<file path="src/rtl/core_sequencer_pkg.sv">
// rtl/core_sequencer_pkg.sv - state encodings and instruction-class helpers for the core sequencer
package core_sequencer_pkg;

    typedef enum logic [2:0] {
        ST_IDLE   = 3'd0,
        ST_FETCH  = 3'd1,
        ST_DECODE = 3'd2,
        ST_EXEC   = 3'd3,
        ST_MEM    = 3'd4,
        ST_WB     = 3'd5,
        ST_HALT   = 3'd6,
        ST_FAULT  = 3'd7
    } state_e;

    // IDU instruction classes; any nonzero class not listed here (ALU, jump, ...) writes rd and skips MEM
    localparam logic [31:0] INST_ILLEGAL = 32'd0;
    localparam logic [31:0] INST_LOAD    = 32'd2;
    localparam logic [31:0] INST_STORE   = 32'd3;
    localparam logic [31:0] INST_BRANCH  = 32'd4;

    function automatic logic is_mem(input logic [31:0] t);
        return (t == INST_LOAD) || (t == INST_STORE);
    endfunction

    function automatic logic writes_rd(input logic [31:0] t);
        return (t != INST_STORE) && (t != INST_BRANCH);
    endfunction

endpackage

</file>
<file path="src/rtl/core_sequencer_stage_watchdog.sv">
// rtl/core_sequencer_stage_watchdog.sv - per-stage wait counter with timeout compare
module core_sequencer_stage_watchdog #(
    parameter int WD_W    = 8,
    parameter int TIMEOUT = 255
) (
    input  logic clock,
    input  logic reset,
    input  logic clear,
    input  logic enable,
    output logic expired
);

    localparam logic [WD_W-1:0] LIMIT = WD_W'(TIMEOUT);

    logic [WD_W-1:0] cnt_q;
    logic [WD_W-1:0] cnt_d;

    // Count wait cycles, restarting on every state entry and saturating at the limit
    always_comb begin
        cnt_d = cnt_q;
        if (clear) begin
            cnt_d = '0;
        end else if (enable && (cnt_q != LIMIT)) begin
            cnt_d = cnt_q + WD_W'(1);
        end
    end

    // Counter register
    always_ff @(posedge clock or negedge reset) begin
        if (!reset) begin
            cnt_q <= '0;
        end else begin
            cnt_q <= cnt_d;
        end
    end

    assign expired = enable && (cnt_q == LIMIT);

endmodule

</file>
<file path="src/rtl/core_sequencer.sv">
// rtl/core_sequencer.sv - multi-cycle fetch/decode/execute/memory/writeback control FSM
module core_sequencer
    import core_sequencer_pkg::*;
#(
    parameter int INST_TYPE_W = 6,
    parameter int TIMEOUT     = 255,
    parameter int WD_W        = 8,
    parameter int CNT_W       = 32
) (
    input  logic                   clock,
    input  logic                   reset,
    input  logic                   run,
    output logic                   ifu_req,
    input  logic                   ifu_resp,
    output logic                   idu_req,
    input  logic                   idu_resp,
    input  logic [INST_TYPE_W-1:0] inst_type,
    output logic                   exu_req,
    input  logic                   exu_resp,
    input  logic                   ebreak,
    output logic                   lsu_req,
    input  logic                   lsu_resp,
    output logic                   rf_we,
    output logic                   pc_we,
    output logic                   retired,
    output logic [CNT_W-1:0]       instret,
    output logic                   halted,
    output logic                   fault,
    output logic [2:0]             fault_stage
);

    state_e                 state_q, state_d;
    logic [INST_TYPE_W-1:0] itype_q, itype_d;
    logic                   ifu_req_q, ifu_req_d;
    logic                   idu_req_q, idu_req_d;
    logic                   exu_req_q, exu_req_d;
    logic                   lsu_req_q, lsu_req_d;
    logic                   rf_we_q, rf_we_d;
    logic                   pc_we_q, pc_we_d;
    logic                   retired_q, retired_d;
    logic [CNT_W-1:0]       instret_q, instret_d;
    logic                   halted_q, halted_d;
    logic                   fault_q, fault_d;
    logic [2:0]             fault_stage_q, fault_stage_d;

    logic entering;
    logic wd_enable;
    logic wd_expired;

    assign entering  = (state_d != state_q);
    assign wd_enable = (state_q == ST_FETCH) || (state_q == ST_DECODE) ||
                       (state_q == ST_EXEC)  || (state_q == ST_MEM);

    core_sequencer_stage_watchdog #(
        .WD_W    (WD_W),
        .TIMEOUT (TIMEOUT)
    ) u_watchdog (
        .clock   (clock),
        .reset   (reset),
        .clear   (entering),
        .enable  (wd_enable),
        .expired (wd_expired)
    );

    // Next-state selection plus registered-output decode; a resp in its req cycle is not accepted
    always_comb begin
        state_d       = state_q;
        itype_d       = itype_q;
        instret_d     = instret_q;
        halted_d      = halted_q;
        fault_d       = fault_q;
        fault_stage_d = fault_stage_q;

        case (state_q)
            ST_IDLE: begin
                if (run) begin
                    state_d = ST_FETCH;
                end
            end
            ST_FETCH: begin
                if (ifu_resp && !ifu_req_q) begin
                    state_d = ST_DECODE;
                end else if (wd_expired) begin
                    state_d       = ST_FAULT;
                    fault_d       = 1'b1;
                    fault_stage_d = state_q;
                end
            end
            ST_DECODE: begin
                if (idu_resp && !idu_req_q) begin
                    itype_d = inst_type;
                    if (32'(inst_type) == INST_ILLEGAL) begin
                        state_d       = ST_FAULT;
                        fault_d       = 1'b1;
                        fault_stage_d = state_q;
                    end else begin
                        state_d = ST_EXEC;
                    end
                end else if (wd_expired) begin
                    state_d       = ST_FAULT;
                    fault_d       = 1'b1;
                    fault_stage_d = state_q;
                end
            end
            ST_EXEC: begin
                if (exu_resp && !exu_req_q) begin
                    if (ebreak) begin
                        state_d  = ST_HALT;
                        halted_d = 1'b1;
                    end else if (is_mem(32'(itype_q))) begin
                        state_d = ST_MEM;
                    end else begin
                        state_d = ST_WB;
                    end
                end else if (wd_expired) begin
                    state_d       = ST_FAULT;
                    fault_d       = 1'b1;
                    fault_stage_d = state_q;
                end
            end
            ST_MEM: begin
                if (lsu_resp && !lsu_req_q) begin
                    state_d = ST_WB;
                end else if (wd_expired) begin
                    state_d       = ST_FAULT;
                    fault_d       = 1'b1;
                    fault_stage_d = state_q;
                end
            end
            ST_WB: begin
                state_d = run ? ST_FETCH : ST_IDLE;
            end
            ST_HALT: begin
                state_d = ST_HALT;
            end
            ST_FAULT: begin
                state_d = ST_FAULT;
            end
        endcase

        ifu_req_d = entering && (state_d == ST_FETCH);
        idu_req_d = entering && (state_d == ST_DECODE);
        exu_req_d = entering && (state_d == ST_EXEC);
        lsu_req_d = entering && (state_d == ST_MEM);

        pc_we_d   = (state_d == ST_WB);
        retired_d = (state_d == ST_WB);
        rf_we_d   = (state_d == ST_WB) && writes_rd(32'(itype_q));
        if (state_d == ST_WB) begin
            instret_d = instret_q + CNT_W'(1);
        end
    end

    // FSM state and all registered outputs
    always_ff @(posedge clock or negedge reset) begin
        if (!reset) begin
            state_q       <= ST_IDLE;
            itype_q       <= '0;
            ifu_req_q     <= 1'b0;
            idu_req_q     <= 1'b0;
            exu_req_q     <= 1'b0;
            lsu_req_q     <= 1'b0;
            rf_we_q       <= 1'b0;
            pc_we_q       <= 1'b0;
            retired_q     <= 1'b0;
            instret_q     <= '0;
            halted_q      <= 1'b0;
            fault_q       <= 1'b0;
            fault_stage_q <= 3'd0;
        end else begin
            state_q       <= state_d;
            itype_q       <= itype_d;
            ifu_req_q     <= ifu_req_d;
            idu_req_q     <= idu_req_d;
            exu_req_q     <= exu_req_d;
            lsu_req_q     <= lsu_req_d;
            rf_we_q       <= rf_we_d;
            pc_we_q       <= pc_we_d;
            retired_q     <= retired_d;
            instret_q     <= instret_d;
            halted_q      <= halted_d;
            fault_q       <= fault_d;
            fault_stage_q <= fault_stage_d;
        end
    end

    assign ifu_req     = ifu_req_q;
    assign idu_req     = idu_req_q;
    assign exu_req     = exu_req_q;
    assign lsu_req     = lsu_req_q;
    assign rf_we       = rf_we_q;
    assign pc_we       = pc_we_q;
    assign retired     = retired_q;
    assign instret     = instret_q;
    assign halted      = halted_q;
    assign fault       = fault_q;
    assign fault_stage = fault_stage_q;

endmodule

</file>
<file path="config.mk">
export PLATFORM = sky130hd
export DESIGN_NAME = core_sequencer
export DESIGN_NICKNAME = d
export VERILOG_FILES = /design/src/rtl/core_sequencer_pkg.sv /design/src/rtl/core_sequencer_stage_watchdog.sv /design/src/rtl/core_sequencer.sv
export SDC_FILE = /design/constraint.sdc
export NUM_CORES = 1
export LEC_CHECK = 0
export BUFFER_PORTS_ARGS = -buffer_cell sky130_fd_sc_hd__buf_2
export CORE_MARGIN = 2
export CORE_UTILIZATION = 56
export DETAILED_ROUTE_END_ITERATION = 16
export PLACE_DENSITY = 0.8
export SETUP_SLACK_MARGIN = 0.05
export SKIP_LAST_GASP = 1
export SLEW_MARGIN = 20
export SYNTH_ARGS = -nofsm -noshare
export SYNTH_HDL_FRONTEND = slang
export SYNTH_SLANG_ARGS = --single-unit
</file>
<file path="constraint.sdc">
create_clock -name clock -period 2.5 [get_ports clock]
set_input_delay 0.125 -clock clock [delete_from_list [all_inputs] [get_ports clock]]
set_output_delay 0.125 -clock clock [all_outputs]
set_load 0.02 [all_outputs]
</file>
==> impl_metrics.py, run 1 <==
metrics = {
    "grt": {
        "grt_pass1_vias": 2537,
        "globalRouteOverflowTotal": 0,
        "grt_max_degree": 35,
        "grt_pass1_wl_um": 12100,
        "antenna_found_initial": 0,
        "grtUsageTotal_pct": 24.72,
    },
    "logic_synthesis": {
        "synth-edff-count": 0,
        "synth_flop_cell": "dfrtp_1",
        "synth_area_mm2": 0.003178,
        "synth_top_cell_by_area": "dfrtp_1",
        "synth_top_area_share_pct": 47.24,
        "synth.area.top_cells": "dfrtp_1 47%, xnor2_1 9.4%, nand4_1 4.7%, and3_1 4.3%, nand3_1 3.0%",
        "synthCells": 306,
        "syn_area_per_cell_um2": 10.39,
        "synth.top_cells.by_count": "60 x dfrtp_1, 34 x xnor2_1, 24 x nand4_1, 22 x and3_1, 22 x nor2_1",
        "synth_warnings": 0,
        "syn_nets": 322,
        "synthArstFlopShare_pct": 100.0,
        "synth_seq_cells": 60,
        "yosys.cell_count.top_type": "dfrtp_1",
        "yosysSeqAreaShare_pct": 47.24,
        "yosysUniqueCellTypes": 56,
    },
    "timing": {
        "fin_crit_sh_pct": 92.69,
        "rsz0062_at_grt": "false",
        "skew_ns": 0.005835,
        "post-route-min-period_ns": 2.317,
        "tns_ns": 0,
        "drv_slew": 0,
        "setup-violations-final": 0,
        "hold_violations": 0,
        "holdWs_ns": 0.03273,
        "fin_ws_ns": 0.1828,
        "max_freq_mhz": 431.5,
        "slew_headroom_pct": 56.79,
        "worst_pin_slew_ns": 0.6398,
    },
    "clock_tree": {
        "cts_root_buffer": "clkbuf_8",
        "cts_buffer_depth": 2,
        "htreeDepth": 3,
        "clk_latency_ns": 0.34,
        "postCtsSetupRepairBufs": 0,
        "cts.reportedPaths.clkPinSlew_ns": 0.07,
        "numClockSinks": 60,
        "cts_inserted_buffers": 9,
        "cts_tree": "done",
    },
    "worst_hold_path": {
        "min-delay-start": "inst_type[0]",
        "whs_endpoint": "itype_q[0]",
        "worst_hold_path_type": "primary input to flop",
        "whs_path_depth": 2,
    },
    "final_layout": {
        "areaGrowthSynthToFinish_pct": 20.91,
        "seq_area_mm2": 0.001501,
        "multi_input_area_mm2": 0.001583,
        "diodes": 0,
        "drive_above_1_share_pct": 27.59,
        "nets": 388,
        "nFillCells": 437,
        "finish.instance_area_mm2": 0.003842,
    },
    "die": {
        "dieArea_mm2": 0.006294,
        "core_mm2": 0.005507,
        "ios": 58,
        "die-height_um": 79.34,
        "rows": 27,
        "initial_utilization_pct": 57.71,
        "die_w_um": 79.34,
    },
    "critical_path": {
        "end_kind": "flop",
        "critPathKind": "flop to flop",
        "ff2ff_setup_slack_ns": 0.18,
        "cp.required_ns": 2.72,
        "rr_worst_depth": 6,
        "path_max_fanout": 9,
        "r2r_start": "state_q[1]",
        "r2r_end": "fault",
        "critPathLaunchType": "flop",
        "cp.arrival_ns": 2.54,
    },
    "placed_design": {
        "dpl_worst_slack_ns": 0.1726,
        "place.gp.congestion": 0.8862,
        "dp_hpwl_um": 4999,
        "io_buffers": 57,
        "place_area_mm2": 0.003565,
    },
    "route": {
        "avgViaCountPerCell": 5.958,
        "drt_iter0_markers": 183,
        "ant_nets": 0,
        "drc_errors": 0,
        "num_vias": 2675,
        "first_pass_iters": 5,
        "postRouteWirelength_um": 7354,
        "post_drt_wl_per_cell_um": 16.38,
    },
    "power_and_ir_drop": {
        "p_leak_nw": 1.839,
        "p_per_area_mw_per_mm2": 1052,
        "ir_drop_mv": 0.5897,
    },
    "run": {
        "max_cap_viol_count": 0,
    },
    "status": {
        "status": "completed",
    },
}
## metal layers
layer	track usage [%]	share of wire [%]	up-vias	wire length, um
met2	39.41	48	103	3550
met1	33.01	44	1310	3254
met4	12.41	1.9	0	139
met3	3.636	5.6	12	409
li1	-	-	1250	-
met5	0	0	-	0
## state kept, by name (all words and copies together), names as in the netlist, 3 cells and up
signal / flops
fault_stage: 3
instret: 32
itype_q: 6
state_q: 3
u_watchdog.cnt_q: 8
## area by class of cell
cell class | count | area share (%)
multi-input combinational | 225 | 41.19
sequential | 60 | 39.08
inverter | 5 | 0.4884
tap | 72 | 2.345
clock buffer | 10 | 3.582
clock inverter | 6 | 2.898
timing repair buffer | 71 | 10.42
## worst max-delay path: stages (launching register included)
cell,delay (ns)
dfrtp_1,0.48
or3b_1,0.46
a211o_1,0.32
and4_1,0.26
a2111oi_4,0.34
nor2_1,0.11
or2_1,0.22
## worst max-delay path by stage
stage / start / to / slack (ns) / cells past startpoint
floorplan: exu_req / instret[9] / 0.40 / 8
global placement: state_q[0] / fault / 0.23 / 7
detailed placement: u_watchdog.cnt_q[0] / instret[10] / 0.17 / 9
CTS: u_watchdog.cnt_q[0] / instret[31] / 0.17 / 9
global route: state_q[0] / fault / 0.02 / 7
finish: state_q[1] / fault / 0.18 / 6
## power breakdown
| group | switching, mW | leakage [nW] | internal [mW] |
|---|---|---|---|
| sequential | 0.193 | 0.814 | 1.15 |
| clock | 0.412 | 0.122 | 0.689 |
| combinational | 0.993 | 0.903 | 0.603 |
| total | 1.60 | 1.84 | 2.44 |
## timing repair
item,4_1_cts,5_1_grt
hold buffers,1,0
endpoints found under the setup margin,0,26
hold endpoints to repair,60,0
gates resized for setup,0,4
## through the flow
step	util (%)	total power, mW	std cells
3_5_place_dp	64.74	2.897	432
4_1_cts	69.44	4.001	449
6_report	69.78	4.041	449
2_1_floorplan	-	2.476	306
5_1_grt	69.78	4.262	449
3_3_place_gp	64.74	2.840	432
## layout by cell type (no fill, tap or decap), types with 3 or more instances in the layout
master,n
buf_4,11
mux2_2,7
and2_1,3
a21oi_1,5
clkbuf_8,10
o21ai_0,7
nand2_1,16
and4_1,5
xnor2_1,34
nor2b_1,6
nand3_1,19
and3_1,22
nor2_1,22
bufinv_16,3
inv_1,4
nand2b_1,3
xor2_1,5
dfrtp_1,60
buf_2,57
nand4_1,24
nor4_1,3
## logic make-up after synthesis
group | after synthesis | synth area share, %
compound gates | 35 | 9.606
xor+xnor | 39 | 10.75
fa+ha+maj | 2 | 0.7873
buf+inv | 21 | 3.307
flops | 60 | 47.24
mux | 7 | 2.480
simple gates | 142 | 25.83
Power figures use the tool's default switching activity.
==> inputs of run 2 (changes only) <==
--- a/config.mk
+++ b/config.mk
@@ -6,10 +6,12 @@
 export NUM_CORES = 1
 export LEC_CHECK = 0
 export BUFFER_PORTS_ARGS = -buffer_cell sky130_fd_sc_hd__buf_2
+export CELL_PAD_IN_SITES_DETAIL_PLACEMENT = 0
+export CELL_PAD_IN_SITES_GLOBAL_PLACEMENT = 1
 export CORE_MARGIN = 2
-export CORE_UTILIZATION = 56
+export CORE_UTILIZATION = 43
 export DETAILED_ROUTE_END_ITERATION = 16
-export PLACE_DENSITY = 0.8
+export PLACE_DENSITY_LB_ADDON = 0.1
 export SETUP_SLACK_MARGIN = 0.05
 export SKIP_LAST_GASP = 1
 export SLEW_MARGIN = 20
==> impl_metrics.py, run 2 (synthesis results as in run 1) <==
metrics = {
    "clock_tree": {
        "cts.reportedPaths.clkPinSlew_ns": 0.07,
        "cts_tree": "done",
        "cts_buffer_depth": 2,
        "cts_root_buffer": "clkbuf_8",
        "clk_latency_ns": 0.34,
        "htreeDepth": 3,
        "cts_inserted_buffers": 9,
        "numClockSinks": 60,
    },
    "placed_design": {
        "io_buffers": 57,
        "place.gp.congestion": 0.8635,
        "dp_hpwl_um": 5268,
    },
    "power_and_ir_drop": {
        "seqPwrFrac_pct": 35.5,
        "power_switching_mw": 1.549,
        "p_clk_share_pct": 22.4,
        "finalPower_mw": 3.764,
        "p_leak_nw": 1.812,
        "power_frac_comb_pct": 42.1,
        "ir_drop_mv": 0.3893,
        "p_int_mw": 2.215,
        "swShare_pct": 41.16,
        "p_per_area_mw_per_mm2": 987.5,
    },
    "final_layout": {
        "diodes": 0,
        "final_common_cell": "dfrtp_1",
        "drive_above_1_share_pct": 26.79,
        "nFillCells": 722,
        "areaGrowthSynthToFinish_pct": 19.92,
        "final_cell_mix": "60 x dfrtp_1, 57 x buf_2, 34 x xnor2_1, 24 x nand4_1, 22 x and3_1",
        "nets": 388,
        "largest_reg_flops": 32,
    },
    "grt": {
        "grtUsageTotal_pct": 19.40,
        "globalRouteOverflowTotal": 0,
        "grt_pass1_wl_um": 12530,
        "antenna_found_initial": 0,
        "grt_max_degree": 34,
        "grt_pass1_vias": 2500,
    },
    "route": {
        "postRouteWirelength_um": 7365,
        "drc_errors": 0,
        "post_drt_wl_per_cell_um": 15.47,
        "drt_iter0_markers": 108,
        "num_vias": 2532,
        "ant_nets": 0,
        "first_pass_iters": 4,
        "avgViaCountPerCell": 5.319,
    },
    "critical_path": {
        "rr_worst_depth": 6,
        "cpMaxStageDelayCell": "dfrtp_1",
        "critPathLaunchType": "flop",
        "cp.arrival_ns": 2.56,
        "cp.required_ns": 2.72,
        "crit_chain": "or3b_1, a211o_1, and4_1, a2111oi_4, nor2_1, or2_1",
        "ff2ff_setup_slack_ns": 0.16,
        "end_kind": "flop",
        "startpoint": "state_q[1]",
        "r2r_start": "state_q[1]",
        "path_max_fanout": 14,
        "critPathKind": "flop to flop",
        "cp_slowest_stage_delay_ns": 0.51,
        "r2r_end": "fault",
    },
    "timing": {
        "setup-violations-final": 0,
        "max_freq_mhz": 427.7,
        "skew_ns": 0.01152,
        "worst_pin_slew_ns": 0.7370,
        "fin_crit_sh_pct": 93.53,
        "rsz0062_at_grt": "true",
        "hold_violations": 0,
        "tns_ns": 0,
        "drv_slew": 0,
        "slew_headroom_pct": 50.87,
        "post-route-min-period_ns": 2.338,
    },
    "die": {
        "initial_utilization_pct": 44.05,
        "rows": 31,
        "core_mm2": 0.007214,
        "die_w_um": 89.97,
        "dieArea_mm2": 0.008095,
        "die-height_um": 89.97,
        "ios": 58,
    },
    "worst_hold_path": {
        "whs_path_depth": 2,
        "whs_endpoint": "itype_q[4]",
        "worst_hold_path_type": "primary input to flop",
        "min-delay-start": "inst_type[4]",
    },
    "status": {
        "status": "completed",
    },
    "run": {
        "max_cap_viol_count": 0,
    },
}
==> run 2: changes by cell type in the layout (fill, tap and decap cells not counted), sizes merged <==
cell    delta
bufinv     -2
clkbuf     +1
clkinv     +1
==> run 2: per-layer routing <==
| metal | up-vias | wire length [um] | share of wire, % | GRT usage (%) |
|---|---|---|---|---|
| met2 | 63 | 3416 | 46 | 28.85 |
| met5 | - | 0 | 0 | 0 |
| li1 | 1245 | - | - | - |
| met4 | 0 | 67 | 0.91 | 6.923 |
| met3 | 5 | 353 | 4.8 | 4.359 |
| met1 | 1219 | 3528 | 48 | 27.99 |
==> run 2: layout make-up <==
class / count / area (um2) / share of cell area, %
clock buffer: 11 / 131.4 / 3.447
sequential: 60 / 1501 / 39.40
inverter: 5 / 18.77 / 0.4924
tap: 99 / 123.9 / 3.250
clock inverter: 5 / 52.55 / 1.379
multi-input combinational: 225 / 1574 / 41.30
timing repair buffer: 71 / 409.1 / 10.74
==> run 2: how the worst max path moves through the flow <==
stage	endpoint	slack [ns]	cells past startpoint
2_1_floorplan	instret[9]	0.40	8
3_3_place_gp	fault	0.10	8
3_5_place_dp	fault	0.08	8
4_1_cts	fault	0.06	8
5_1_grt	fault	0.01	6
6_report	fault	0.16	6
==> run 2: stage by stage <==
stage	util [%]	hold WS, ns	cell area, um2	setup WS, ns	std cells
floorplan	-	-0.1706	3178	0.4048	306
finish	52.83	0.02982	3811	0.1619	476
detailed placement	50.05	0.2385	3611	0.08006	459
global route	52.83	0.02576	3811	0.01240	476
global placement	50.05	0.2270	3611	0.1038	459
CTS	52.74	0.01386	3805	0.06026	476
==> run 2: critical path, delay by kind of cell (launching register included) <==
| family | cells | cell delay, ns |
|---|---|---|
| DFF | 1 | 0.51 |
| and+or+nand+nor | 4 | 1.04 |
| AOI/OAI and AO/OA | 2 | 0.66 |
==> run 2: power groups by stage <==
stage	Clock (mW)	Combinational, mW	Sequential [mW]
after floorplan	0	1.08	1.40
after global placement	0	1.58	1.35
after detailed placement	0	1.58	1.35
after CTS	0.870	1.59	1.34
after global routing	0.913	1.74	1.37
final	0.844	1.58	1.34
==> run 2: timing repair <==
action | in CTS | in global routing
buffers inserted | 0 | 0
hold buffers | 1 | 0
hold endpoints to repair | 29 | 0
gates resized for setup | 0 | 2
setup endpoints to repair | 0 | 26
